$ cat src/rtl/pipe_pkg.sv
// Shared definitions for the elastic pipeline-stage registers.
// Holds the F/D bubble payload and the skid-buffer state encoding.
package pipe_pkg;

    localparam logic [31:0] RV32_NOP = 32'h00000013;

    localparam int          FD_DATA_W     = 96;
    localparam logic [95:0] FD_BUBBLE_VAL = {64'h0, RV32_NOP};

    // Encoding value 3 is unused; the stage FSM recovers from it to ST_EMPTY.
    typedef enum logic [1:0] {
        ST_EMPTY = 2'd0,
        ST_FULL  = 2'd1,
        ST_SKID  = 2'd2
    } pipe_state_e;

endpackage

$ cat src/rtl/pipe_skid_reg_sat_counter.sv
// Saturating up-counter with a synchronous clear that overrides increment.
module sat_counter #(
    parameter int W = 16
) (
    input  logic         clk,
    input  logic         rst,
    input  logic         inc,
    input  logic         clr,
    output logic [W-1:0] cnt
);

    logic [W-1:0] cnt_q;
    logic [W-1:0] cnt_d;

    always_comb begin
        cnt_d = cnt_q;
        if (clr) begin
            cnt_d = '0;
        end else if (inc && (cnt_q != {W{1'b1}})) begin
            cnt_d = cnt_q + W'(1);
        end
    end

    always_ff @(posedge clk or posedge rst) begin
        if (rst) begin
            cnt_q <= '0;
        end else begin
            cnt_q <= cnt_d;
        end
    end

    assign cnt = cnt_q;

endmodule

$ cat src/rtl/pipe_skid_reg.sv
// Elastic pipeline-stage register: valid/ready handshake with a two-entry skid
// buffer so in_ready is a flop, plus flush and a back-pressure stall counter.
module pipe_skid_reg
    import pipe_pkg::*;
#(
    parameter int                 DATA_W     = FD_DATA_W,
    parameter logic [DATA_W-1:0]  BUBBLE_VAL = DATA_W'(FD_BUBBLE_VAL),
    parameter int                 CNT_W      = 16
) (
    input  logic              clk,
    input  logic              rst,
    input  logic              flush,
    input  logic              in_valid,
    output logic              in_ready,
    input  logic [DATA_W-1:0] in_data,
    output logic              out_valid,
    input  logic              out_ready,
    output logic [DATA_W-1:0] out_data,
    output logic [CNT_W-1:0]  stall_cnt,
    input  logic              stall_clr
);

    pipe_state_e       state_q;
    logic              out_valid_q;
    logic              in_ready_q;
    logic [DATA_W-1:0] main_q;
    logic [DATA_W-1:0] skid_q;

    logic in_xfer;
    logic out_xfer;

    assign in_xfer  = in_valid & in_ready_q;
    assign out_xfer = out_valid_q & out_ready;

    // Payload registers are returned to BUBBLE_VAL whenever they go invalid,
    // so out_data needs no output mux.
    always_ff @(posedge clk or posedge rst) begin
        if (rst) begin
            state_q     <= ST_EMPTY;
            out_valid_q <= 1'b0;
            in_ready_q  <= 1'b1;
            main_q      <= BUBBLE_VAL;
            skid_q      <= BUBBLE_VAL;
        end else if (flush) begin
            state_q     <= ST_EMPTY;
            out_valid_q <= 1'b0;
            in_ready_q  <= 1'b1;
            main_q      <= BUBBLE_VAL;
            skid_q      <= BUBBLE_VAL;
        end else begin
            case (state_q)
                ST_EMPTY: begin
                    if (in_xfer) begin
                        main_q      <= in_data;
                        out_valid_q <= 1'b1;
                        state_q     <= ST_FULL;
                    end
                end
                ST_FULL: begin
                    if (in_xfer && out_xfer) begin
                        main_q <= in_data;
                    end else if (in_xfer) begin
                        skid_q     <= in_data;
                        in_ready_q <= 1'b0;
                        state_q    <= ST_SKID;
                    end else if (out_xfer) begin
                        main_q      <= BUBBLE_VAL;
                        out_valid_q <= 1'b0;
                        state_q     <= ST_EMPTY;
                    end
                end
                ST_SKID: begin
                    if (out_xfer) begin
                        main_q     <= skid_q;
                        skid_q     <= BUBBLE_VAL;
                        in_ready_q <= 1'b1;
                        state_q    <= ST_FULL;
                    end
                end
                default: begin
                    state_q     <= ST_EMPTY;
                    out_valid_q <= 1'b0;
                    in_ready_q  <= 1'b1;
                    main_q      <= BUBBLE_VAL;
                    skid_q      <= BUBBLE_VAL;
                end
            endcase
        end
    end

    assign in_ready  = in_ready_q;
    assign out_valid = out_valid_q;
    assign out_data  = main_q;

    sat_counter #(
        .W (CNT_W)
    ) u_stall_cnt (
        .clk (clk),
        .rst (rst),
        .inc (out_valid_q & ~out_ready & ~flush),
        .clr (stall_clr),
        .cnt (stall_cnt)
    );

endmodule

$ cat config.mk
export PLATFORM = sky130hd
export DESIGN_NAME = pipe_skid_reg
export DESIGN_NICKNAME = d
export VERILOG_FILES = /design/src/rtl/pipe_pkg.sv /design/src/rtl/pipe_skid_reg_sat_counter.sv /design/src/rtl/pipe_skid_reg.sv
export SDC_FILE = /design/constraint.sdc
export NUM_CORES = 1
export LEC_CHECK = 0
export CAP_MARGIN = 40
export CORE_UTILIZATION = 49
export CTS_CLUSTER_DIAMETER = 80
export DETAILED_ROUTE_END_ITERATION = 10
export GPL_TIMING_DRIVEN = 0
export HOLD_SLACK_MARGIN = 0.1
export PLACE_DENSITY_LB_ADDON = 0.15
export REMOVE_ABC_BUFFERS = 1
export SLEW_MARGIN = 15
export SYNTH_ARGS = -nofsm -noshare
export SYNTH_HDL_FRONTEND = slang
export SYNTH_SLANG_ARGS = --single-unit
$ cat constraint.sdc
create_clock -name clk -period 8.98 [get_ports clk]
set_input_delay 1.796 -clock clk [delete_from_list [all_inputs] [get_ports clk]]
set_output_delay 1.796 -clock clk [all_outputs]
set_load 0.02 [all_outputs]
==> results.md, run 1 <==
- Met1 WL: 10,200 um
- I/O pins: around 220
- Setup crit end kind: flop
- Slowest cell on the critical path: clkdlybuf4s50_1
- Met3 wire len: 2110 um
- Die Ht: 135 um
- Via count of the first global-routing pass: roughly 7,200
- GRT Overall Usage: 26.6%
- Fin crit period: about 4.2 ns
- I/O Buffers: around 220
- Min Hold Slack: around 0.48 ns
- Critical-path cell list: clkdlybuf4s50_1, nor4_2, buf_4, buf_4, buf_4, buf_2, buf_2, a22o_1
- Switching part of the total: between 20% and 30%
- Pwr dens: 216 nW/um2
- Reg-to-Reg Start: in_ready$_DFFE_PP1P_
- Clock transition at path regs: around 0.060 ns
- GRT overflow: 0
- Worst Hold Class: flop to flop
- Highest net fanout along the worst path: 16
- Crit path DAT: approximately 4.6 ns
- Wire length of the first global-routing pass: approximately 39,000 um
- Synthesized area per cell: roughly 13 um2
- Net switching power: 750 uW
- CTS tree: built
- Initial core utilization: between 50% and 60%
- Fill cells: about 1,200
- Critical setup path kind: primary input to flop
- Synth cell types: just over 40
- DR pass1 iterations: 5
- WL met2: around 11,000 um
- Clk pwr share: between 30% and 40%
- Internal reg-to-reg setup slack: 6.25 ns
- Synth area leader: dfrtp_1
- YS warnings: 0
- Final WL: about 24,000 um
- Wire per inst: between 20 and 25 um
- Worst Max-Slew Pin Slew: 0.889 ns
- Post CTS Setup Buffer Count: 0
- Maximum VDD drop: ~0.00015 V
- Hold depth: 1
- Main area contributors after synthesis: dfrtp_1 (59%), a22o_1 (9.4%), o2bb2ai_1 (9.4%)
- Final hold violations: 0
- Worst Reg-to-Reg Cells: 8
- Largest net degree at the start of global routing: approximately 120
- Final cell count without fillers: between 1,000 and 1,500
- Final routed DRC violation total: 0
- Initial drt markers: 485
- Slowest stage delay, CP: 0.76 ns
- Sequential cell area fraction in the yosys report: 61.4%
- Reg power frac: 41.9%
- #FFs+latches synth: between 200 and 250
- Final max-slew violation count: 0
- Critical Path Start Type: primary input
- Cell mode on critical path: buf_4
- Die area: between 15,000 and 20,000 um2
- Total power: 2.61 mW
- Finished Cell Area: ~12,000 um2
- Status: finished clean
- Fmax: 0.239 GHz
- Top-area cell type share of the netlist area: 59.2%
- Worst endpoint required time: ~9.4 ns
- Comb power frac: between 20% and 30%
- Vias: 7,013
- Antenna cell count: 0
- Post-synthesis instance area: between 8000 and 9000 um2
- Syn Inst Count: 682
- LEAKAGE: 5.21 nW
- Clock Latency Late Sink: approximately 0.5 ns
- Most frequent cells in the layout: clkdlybuf4s50_1 (215), dfrtp_1 (205), a22o_1 (93), a22oi_1 (93), o2bb2ai_1 (93)
- Placement Cell Area: 11,300 um2
- Vias per cell: ~6.2
- RSZ-0062 raised after global routing: false
- Setup violators final: 0
- Layout Skew: between 0.008 and 0.009 ns
- Relative slew slack: around two fifths
- Hold Startpoint: out_data[12]$_DFFE_PP0P_
- H-tree lvl count: 1
- Share of cells above drive strength 1: under 10%
- Worst r2r dst: skid_q[82]$_DFFE_PP0P_
- DP Cell Count: around 1,100
- Number of max-cap violations: 0
- Top layer in use: met4
- GP Congestion: 0.914
- Clk sinks: between 200 and 250
- Layout area overhead: 39.5%
- DRT antenna net count: 0
- Total internal power: approximately 1.9 mW
- Core Box Area: roughly 17,000 um2
- Final Util: a little over two thirds
- CTS root buf: clkbuf_16
- Layout Nets: just under 1,000
- Deepest clock path buffer count: 3
- Num CTS Buffers: 23
- Initial antenna violation count: 0
- Hold EP: out_data[12]$_DFFE_PP0P_
- Fin crit share: roughly 47%
- Die X: about 130 um
- Post-CTS sizing: 0
- HPWL after detailed placement: around 16,000 um
- Cell Rows: 48
- Most common cell after layout, fill and taps aside: clkdlybuf4s50_1
- Cts hold-fix bufs: 0
-- worst max path at each step --
stage          startpoint                endpoint  slack [ns]  cells past startpoint
6_report            flush  skid_q[82]$_DFFE_PP0P_        4.80                      8
3_3_place_gp        flush  skid_q[72]$_DFFE_PP0P_       -6.04                      3
4_1_cts             flush  skid_q[82]$_DFFE_PP0P_        4.83                      8
3_5_place_dp        flush  skid_q[82]$_DFFE_PP0P_        4.34                      8
5_1_grt             flush  skid_q[82]$_DFFE_PP0P_        4.67                      8
2_1_floorplan   out_ready  skid_q[10]$_DFFE_PP0P_       -0.19                      3
-- area by class of cell --
cell class / count / area, um2 / area share, %
Clock buffer: 36 / 694 / 5.75
Sequential cell: 212 / 5310 / 44.0
Clock inverter: 5 / 52.6 / 0.435
Inverter: 4 / 22.5 / 0.186
Timing Repair Buffer: 244 / 2630 / 21.8
Tap cell: 225 / 282 / 2.33
Multi-Input combinational cell: 399 / 3090 / 25.6
-- registers in the layout (all words and copies together), names as in the netlist --
name             count
out_valid            1
out_data            96
u_stall_cnt.cnt     16
skid_q              96
in_ready             1
state_q              2
-- Yosys cell counts, drive strengths merged --
cell and count:
nand2 10, o2bb2ai 93, clkbuf 31, nand4 5, o21bai 1, and3b 1, ha 1, o2111ai 1
nand3 7, dfstp 7, nor4b 1, o32a 6, nor4 3, dfrtp 205, o22ai 1, xor2 3
xnor2 9, o21ai 7, nor3b 2, nor3 10, a21boi 1, inv 4, buf 36, or3 1
and4bb 1, nor2b 1, a21oi 9, a22o 93, and4b 1, a31oi 2, a22oi 93, o2111a 1
nor2 28, or4 1, nand2b 2, or3b 1, and4 1, mux2 1, and2 1
-- power by group through the flow --
stage / combinational [mW] / clock, mW / sequential [mW]
after floorplan: 0.211 / 0 / 1.17
final: 0.584 / 0.932 / 1.09
after detailed placement: 0.584 / 0 / 1.10
after CTS: 0.586 / 0.947 / 1.09
after global placement: 0.531 / 0 / 1.10
after global routing: 0.622 / 0.990 / 1.10
-- per-layer routing --
metal,GRT usage [%],vias to the layer above
met1,36.0,3571
met2,42.0,300
met4,8.24,0
met3,7.06,49
met5,0,-
li1,-,3093
-- cell families after synthesis --
logic type               synth area share (%)
AO/OA/AOI/OAI                            29.1
XOR/XNOR                                 1.21
adder cells (fa/ha/maj)                 0.144
buffers and inverters                    3.50
flip-flops                               61.4
multiplexers                            0.130
AND/OR/NAND/NOR                          4.55
-- per-stage QoR --
step / setup TNS (ns) / worst slack, ns
after floorplan: -17.48 / -0.188
after global placement: -740.20 / -6.04
after detailed placement: 0 / 4.34
after CTS: 0 / 4.83
after global routing: 0 / 4.67
final: 0 / 4.80
-- worst max-delay path, delay by kind of cell --
kind / cells / cell delay (ns)
buf+inv: 6 / 1.90
simple gates: 1 / 0.74
compound gates: 1 / 0.17
(Power assumes the default switching activity.)
==> run 2: changes to the inputs <==
clock period = 4.05 ns   (was 8.98 ns; I/O delays follow)
==> results of run 2 <==
Same layout as run 1 (identical final DEF). Status: finished clean.
Main changes from that run: setup slack after placement 4.34 ns -> 0.392 ns; setup slack after layout 4.80 ns -> 0.853 ns; register-to-register setup slack 6.25 ns -> 1.32 ns; total power 2.61 mW -> 5.78 mW; worst IR drop on VDD 0.000145 V -> 0.000322 V
